## src/rtl/pll_lock_supervisor_pkg.sv

```systemverilog
// Shared types for the PLL lock supervisor: FSM states, counter width, saturating increment.
package pll_sup_pkg;

   localparam int unsigned CNT_W = 8;

   typedef enum logic [2:0] {
      PLL_RST,
      WAIT_LOCK,
      STABLE,
      RUN,
      RETRY,
      FAULT
   } sup_state_e;

   function automatic logic [CNT_W-1:0] sat_inc(input logic [CNT_W-1:0] v);
      return (v == '1) ? v : v + CNT_W'(1);
   endfunction

endpackage

```

## src/rtl/pll_lock_supervisor_if.sv

```systemverilog
// PLL-side and downstream-reset signals of the lock supervisor, bundled as one interface.
interface pll_sup_if;
   import pll_sup_pkg::*;

   logic             pll_lock_in;
   logic             pll_reset;
   logic             sys_rst;
   logic             ready;
   logic             fault;
   logic [CNT_W-1:0] retry_cnt;
   logic [CNT_W-1:0] lock_lost_cnt;

   modport master (
      output pll_lock_in,
      input  pll_reset, sys_rst, ready, fault, retry_cnt, lock_lost_cnt
   );

   modport slave (
      input  pll_lock_in,
      output pll_reset, sys_rst, ready, fault, retry_cnt, lock_lost_cnt
   );
endinterface

```

## src/rtl/pll_lock_supervisor_lock_sync.sv

```systemverilog
// Multi-flop synchronizer bringing the asynchronous PLL LOCK into the board clock domain.
module lock_sync #(
   parameter int unsigned STAGES = 2
) (
   input  logic clk,
   input  logic rst,
   input  logic d_i,
   output logic q_o
);

   logic [STAGES-1:0] sync_q;

   always_ff @(posedge clk) begin
      if (rst) sync_q <= '0;
      else     sync_q <= {sync_q[STAGES-2:0], d_i};
   end

   assign q_o = sync_q[STAGES-1];

endmodule

```

## src/rtl/pll_lock_supervisor.sv

```systemverilog
// PLL bring-up supervisor: pulses PLL reset, waits for stable lock, then releases system reset.
// Optional LOCK_LOSS_COUNT_EN keeps a saturating count of lock losses seen while running.
module pll_lock_supervisor
   import pll_sup_pkg::*;
#(
   parameter int unsigned SYNC_STAGES    = 2,
   parameter int unsigned PLL_RST_CYCLES = 27,
   parameter int unsigned LOCK_TIMEOUT   = 2700000,
   parameter int unsigned STABLE_CYCLES  = 27000,
   parameter int unsigned MAX_RETRIES    = 3
) (
   input logic    clk,
   input logic    rst,
   pll_sup_if.slave sup
);

   localparam int unsigned TMR_MAX0 = (LOCK_TIMEOUT > STABLE_CYCLES) ? LOCK_TIMEOUT : STABLE_CYCLES;
   localparam int unsigned TMR_MAX  = (TMR_MAX0 > PLL_RST_CYCLES) ? TMR_MAX0 : PLL_RST_CYCLES;
   localparam int unsigned TMR_W    = $clog2(TMR_MAX + 1);

   sup_state_e       state_q, state_d;
   logic [TMR_W-1:0] timer_q;
   logic             pll_reset_q, sys_rst_q, ready_q, fault_q;
   logic [CNT_W-1:0] retry_q;
   logic             lock_s;
   logic             lock_lost_c;

   lock_sync #(.STAGES(SYNC_STAGES)) u_lock_sync (
      .clk (clk),
      .rst (rst),
      .d_i (sup.pll_lock_in),
      .q_o (lock_s)
   );

   // Lock is checked before timeout so a late lock still wins.
   always_comb begin
      state_d = state_q;
      unique case (state_q)
         PLL_RST:   if (timer_q == TMR_W'(PLL_RST_CYCLES - 1)) state_d = WAIT_LOCK;
         WAIT_LOCK: begin
            if (lock_s)                                     state_d = STABLE;
            else if (timer_q == TMR_W'(LOCK_TIMEOUT - 1))   state_d = RETRY;
         end
         STABLE: begin
            if (!lock_s)                                    state_d = WAIT_LOCK;
            else if (timer_q == TMR_W'(STABLE_CYCLES - 1))  state_d = RUN;
         end
         RUN:       if (!lock_s) state_d = PLL_RST;
         RETRY:     state_d = (retry_q == CNT_W'(MAX_RETRIES)) ? FAULT : PLL_RST;
         FAULT:     state_d = FAULT;
         default:   state_d = PLL_RST;
      endcase
   end

   assign lock_lost_c = (state_q == RUN) && (state_d == PLL_RST);

   // Outputs are registered from the next state so they line up with the state they describe.
   always_ff @(posedge clk) begin
      if (rst) begin
         state_q     <= PLL_RST;
         timer_q     <= '0;
         pll_reset_q <= 1'b1;
         sys_rst_q   <= 1'b1;
         ready_q     <= 1'b0;
         fault_q     <= 1'b0;
         retry_q     <= '0;
      end else begin
         state_q     <= state_d;
         timer_q     <= (state_d != state_q) ? '0 : timer_q + TMR_W'(1);
         pll_reset_q <= (state_d == PLL_RST) || (state_d == FAULT);
         sys_rst_q   <= (state_d != RUN);
         ready_q     <= (state_d == RUN);
         fault_q     <= (state_d == FAULT);
         if ((state_q == RETRY) && (state_d == PLL_RST)) retry_q <= sat_inc(retry_q);
         else if (lock_lost_c)                           retry_q <= '0;
      end
   end

`ifdef LOCK_LOSS_COUNT_EN
   logic [CNT_W-1:0] lost_q;

   always_ff @(posedge clk) begin
      if (rst)              lost_q <= '0;
      else if (lock_lost_c) lost_q <= sat_inc(lost_q);
   end

   assign sup.lock_lost_cnt = lost_q;
`else
   assign sup.lock_lost_cnt = CNT_W'(0);
`endif

   assign sup.pll_reset = pll_reset_q;
   assign sup.sys_rst   = sys_rst_q;
   assign sup.ready     = ready_q;
   assign sup.fault     = fault_q;
   assign sup.retry_cnt = retry_q;

endmodule
```

## src/flat_wrapper.sv

```systemverilog
// flat-port wrapper written by rule: the top's interface ports become plain ports
module pll_lock_supervisor_flat import pll_sup_pkg::*;
#(
   parameter int unsigned SYNC_STAGES    = 2,
   parameter int unsigned PLL_RST_CYCLES = 27,
   parameter int unsigned LOCK_TIMEOUT   = 2700000,
   parameter int unsigned STABLE_CYCLES  = 27000,
   parameter int unsigned MAX_RETRIES    = 3
)
  (clk, rst, sup_pll_lock_in, sup_pll_reset, sup_sys_rst, sup_ready, sup_fault, sup_retry_cnt, sup_lock_lost_cnt);
  pll_sup_if sup_i ();
  input logic clk;
  input logic rst;
  input wire logic [$bits(sup_i.pll_lock_in)-1:0] sup_pll_lock_in;
  output wire logic [$bits(sup_i.pll_reset)-1:0] sup_pll_reset;
  output wire logic [$bits(sup_i.sys_rst)-1:0] sup_sys_rst;
  output wire logic [$bits(sup_i.ready)-1:0] sup_ready;
  output wire logic [$bits(sup_i.fault)-1:0] sup_fault;
  output wire logic [$bits(sup_i.retry_cnt)-1:0] sup_retry_cnt;
  output wire logic [$bits(sup_i.lock_lost_cnt)-1:0] sup_lock_lost_cnt;
  assign sup_i.pll_lock_in = sup_pll_lock_in;
  assign sup_pll_reset = sup_i.pll_reset;
  assign sup_sys_rst = sup_i.sys_rst;
  assign sup_ready = sup_i.ready;
  assign sup_fault = sup_i.fault;
  assign sup_retry_cnt = sup_i.retry_cnt;
  assign sup_lock_lost_cnt = sup_i.lock_lost_cnt;
  pll_lock_supervisor #(.SYNC_STAGES(SYNC_STAGES), .PLL_RST_CYCLES(PLL_RST_CYCLES), .LOCK_TIMEOUT(LOCK_TIMEOUT), .STABLE_CYCLES(STABLE_CYCLES), .MAX_RETRIES(MAX_RETRIES)) u_core (.clk(clk), .rst(rst), .sup(sup_i));
endmodule
```

## config.mk

```make
export PLATFORM = sky130hd
export DESIGN_NAME = pll_lock_supervisor_flat
export DESIGN_NICKNAME = d
export VERILOG_FILES = /design/src/rtl/pll_lock_supervisor_pkg.sv /design/src/rtl/pll_lock_supervisor_if.sv /design/src/rtl/pll_lock_supervisor_lock_sync.sv /design/src/rtl/pll_lock_supervisor.sv /design/src/flat_wrapper.sv
export SDC_FILE = /design/constraint.sdc
export NUM_CORES = 1
export LEC_CHECK = 0
export BUFFER_PORTS_ARGS = -buffer_cell sky130_fd_sc_hd__buf_4
export CAP_MARGIN = 10
export CORE_UTILIZATION = 50
export CTS_BUF_LIST = sky130_fd_sc_hd__clkbuf_8
export CTS_CLUSTER_SIZE = 40
export DETAILED_ROUTE_END_ITERATION = 10
export GPL_TIMING_DRIVEN = 1
export PLACE_DENSITY_LB_ADDON = 0.2
export SYNTH_ARGS = -nofsm -noshare
export SYNTH_HDL_FRONTEND = slang
export SYNTH_SLANG_ARGS = --single-unit
export TNS_END_PERCENT = 10
```

## constraint.sdc

```tcl
create_clock -name clk -period 4.4 [get_ports clk]
set_clock_uncertainty 0.05 [all_clocks]
set_input_delay 0.88 -clock clk [delete_from_list [all_inputs] [get_ports clk]]
set_output_delay 0.88 -clock clk [all_outputs]
set_load 0.02 [all_outputs]
```

==> flow_summary.ini <==
[critical_path]
cp-start-kind = register
crit_arrival_ns = 2.65
crit_type = reg -> reg
crit_path_top_delay_cell = a21oi_2
path_cells = ha_1 > nand4_1 > nor4_4 > nand4_1 > a21oi_2 > nor4_1
crit_path_frequent_cell = nand4_1
cpLargestDelayFamily = simple AND/OR/NAND/NOR gates
endpoint_kind = register
path_max_fanout = 22
worst-path-buf-inv = 0
critPathMaxStageDelay_ns = 0.81
cp.required_ns = 4.47

[grt]
grt_use_total_pct = 21.4
first_global_vias = 1466
grt_max_degree = 24
antenna_found_initial = 0
grt-ovfl-total = 0
grt_pass1_wl_um = 6960

[drt]
drc = 0
drt-pass1-iter-count = 4
dr_total_vias = 1699
drt_wl_total_um = 4030
ant_nets = 0
drt_iter0_markers = 133
wl_per_cell_um = 14.1
vias_per_cell = 5.94

[layout]
nNetsFinal = 244
synthToLayoutAreaGrowth_pct = 7.30
n_fill_cell = 369
utilization_pct = 57.6
diodes = 0
drive_gt1_share_pct = 11.3
stdcell_area_mm2 = 0.00217

[pwr]
p_comb_share_pct = 3.2
p_seq_share_pct = 58.1
clockPowerShare_pct = 38.7
powerDensity_mw_per_mm2 = 285
switching_power_w = 0.000134
irDropWorstVdd_uv = 195
switching_share_pct = 21.7
leakage_nw = 0.709
p_int_w = 0.000484

[timing]
tns_ns = 0
layout_min_cycle_time_ns = 2.57
finalMaxSlewViolations = 0
final-setup-viol-count = 0
maxSlewHeadroom_pct = 33.2
fin_crit_sh_pct = 58.5
fmax_ghz = 0.388
rsz0062_at_grt = no
max_slew.worst_pin.slew_ns = 1.00
finalHoldViolCount = 0

[die]
die_h_um = 65.6
die-area_mm2 = 0.00430
die_w_um = 65.6
ios = 23
core.rowCount = 22
core_area_mm2 = 0.00377
initial_utilization_pct = 53.6

[synthesis]
syn-cell-area_mm2 = 0.00202
synth_area_leaders = dfxtp_1 (39%), nor4_1 (8.3%), xnor2_1 (4.8%), xor2_1 (4.3%), buf_4 (3.7%)
synth_warnings = 0
synth_top_area_share_pct = 38.6
yosysMostFrequentCell = dfxtp_1
synth.distinct_cells = 39
synth_edf_count = 0
synthCells = 228
yosysSeqAreaShare_pct = 38.6
yosysTopAreaCell = dfxtp_1
synth_common_cells = dfxtp_1 (39), nor4_1 (27), nor2_1 (18)
synth-seq-cells = 39
synth_area_per_cell_um2 = 8.87
ys.flop_type = dfxtp_1
async_flop_share_pct = 0

[clock_tree]
numClockSinks = 39
clock_latency_ns = 0.28
clockRootBuffer = clkbuf_8
cts_setup_buffers = 0
holdBufCountCts = 0
cts_tree = yes
path_clk_slew_ns = 0.07
cts_resized = 0
numCtsBuffers = 5
htreeDepth = 2
ctsLongestPathBuffers = 2

[job]
maxCapViolCount = 0

[min_path]
hp-class = reg -> reg

[run_status]
outcome = completed

[placed_design]
dpl_cell_area_mm2 = 0.00208
place.gp.congestion = 0.781
place.detailed.hpwl_um = 2860
numPortBuffers = 14
metrics by stage:
step                hold WS (ns)  cells  total power (W)  setup slack (ns)
CTS                        0.390    286         0.000625              1.83
global route               0.408    286         0.000644              1.57
floorplan                  0.364    235         0.000388              2.24
finish                     0.387    286         0.000618              1.83
global placement           0.370    279         0.000387              1.93
detailed placement         0.372    279         0.000387              1.82
logic make-up (layout without fill, tap and decap cells):
family	count (synthesis)	after routing	share of synthesized area (%)
XOR/XNOR	21	21	9.09
AND/OR/NAND/NOR	112	112	31.9
buffers and inverters	26	29	8.16
AO/OA/AOI/OAI	26	26	10.2
flip-flops	39	39	38.6
adder cells (fa/ha/maj)	3	3	1.86
other	1	8	0.185
worst paths after layout:
check | startpoint | endpoint | slack [ns] | cells after the start
max | u_core.timer_q[0]$_SDFF_PP0_ | u_core.timer_q[14]$_SDFF_PP0_ | 1.83 | 6
min | u_core.u_lock_sync.sync_q[0]$_SDFF_PP0_ | u_core.u_lock_sync.sync_q[1]$_SDFF_PP0_ | 0.39 | 1
max reg2reg | u_core.timer_q[0]$_SDFF_PP0_ | u_core.timer_q[14]$_SDFF_PP0_ | 1.83 | 6
min reg2reg | u_core.u_lock_sync.sync_q[0]$_SDFF_PP0_ | u_core.u_lock_sync.sync_q[1]$_SDFF_PP0_ | 0.39 | 1
flip-flops by register name (all words and copies together), names as in the netlist:
register                   flops
u_core.u_lock_sync.sync_q      2
u_core.timer_q                22
u_core.sup.retry_cnt           8
u_core.sup.fault               1
u_core.sup.sys_rst             1
u_core.sup.pll_reset           1
u_core.sup.ready               1
u_core.state_q                 3
power by group through the flow:
stage                      logic, W  clock network [W]  registers (W)
after floorplan           0.0000215                  0       0.000367
after global placement    0.0000195                  0       0.000367
after detailed placement  0.0000194                  0       0.000367
after CTS                 0.0000196           0.000246       0.000359
after global routing      0.0000219           0.000263       0.000360
final                     0.0000197           0.000239       0.000359
worst reg2reg max path: stages, from the launching register on:
cell	delay (ns)
dfxtp_1	0.38
ha_1	0.25
nand4_1	0.30
nor4_4	0.31
nand4_1	0.17
a21oi_2	0.81
nor4_1	0.14
cells in the final DEF, fill, tap and decap left out, types with 5 or more instances in the layout:
cell type / Yosys / final
nor2_1: 18 / 18
nand3_1: 12 / 12
clkbuf_8: 0 / 6
a21oi_1: 7 / 7
nor3_1: 6 / 6
conb_1: 1 / 8
a311oi_1: 5 / 5
nand2_1: 11 / 11
dfxtp_1: 39 / 39
inv_1: 7 / 7
xnor2_1: 11 / 11
and3_1: 5 / 5
xor2_1: 10 / 10
buf_4: 10 / 15
or3_1: 5 / 5
nand2b_1: 6 / 6
nor4_1: 27 / 27
nand4_1: 8 / 8
routing by layer:
layer,up-vias,global-route usage [%],share of wire (%)
li1,843,-,-
met1,821,30.6,52
met2,33,30.5,44
met3,2,5.90,3.9
met4,0,7.34,0.42
met5,-,0,0
area by class of cell:
class,instances,area [um^2],area share [%]
Clock inverter,1,5.00,0.231
Multi-Input combinational cell,170,1100,50.8
Inverter,7,26.3,1.21
Clock buffer,6,82.6,3.80
Tap cell,48,60.1,2.77
Sequential cell,39,781,36.0
Timing Repair Buffer,15,113,5.19
(Power assumes the default switching activity.)
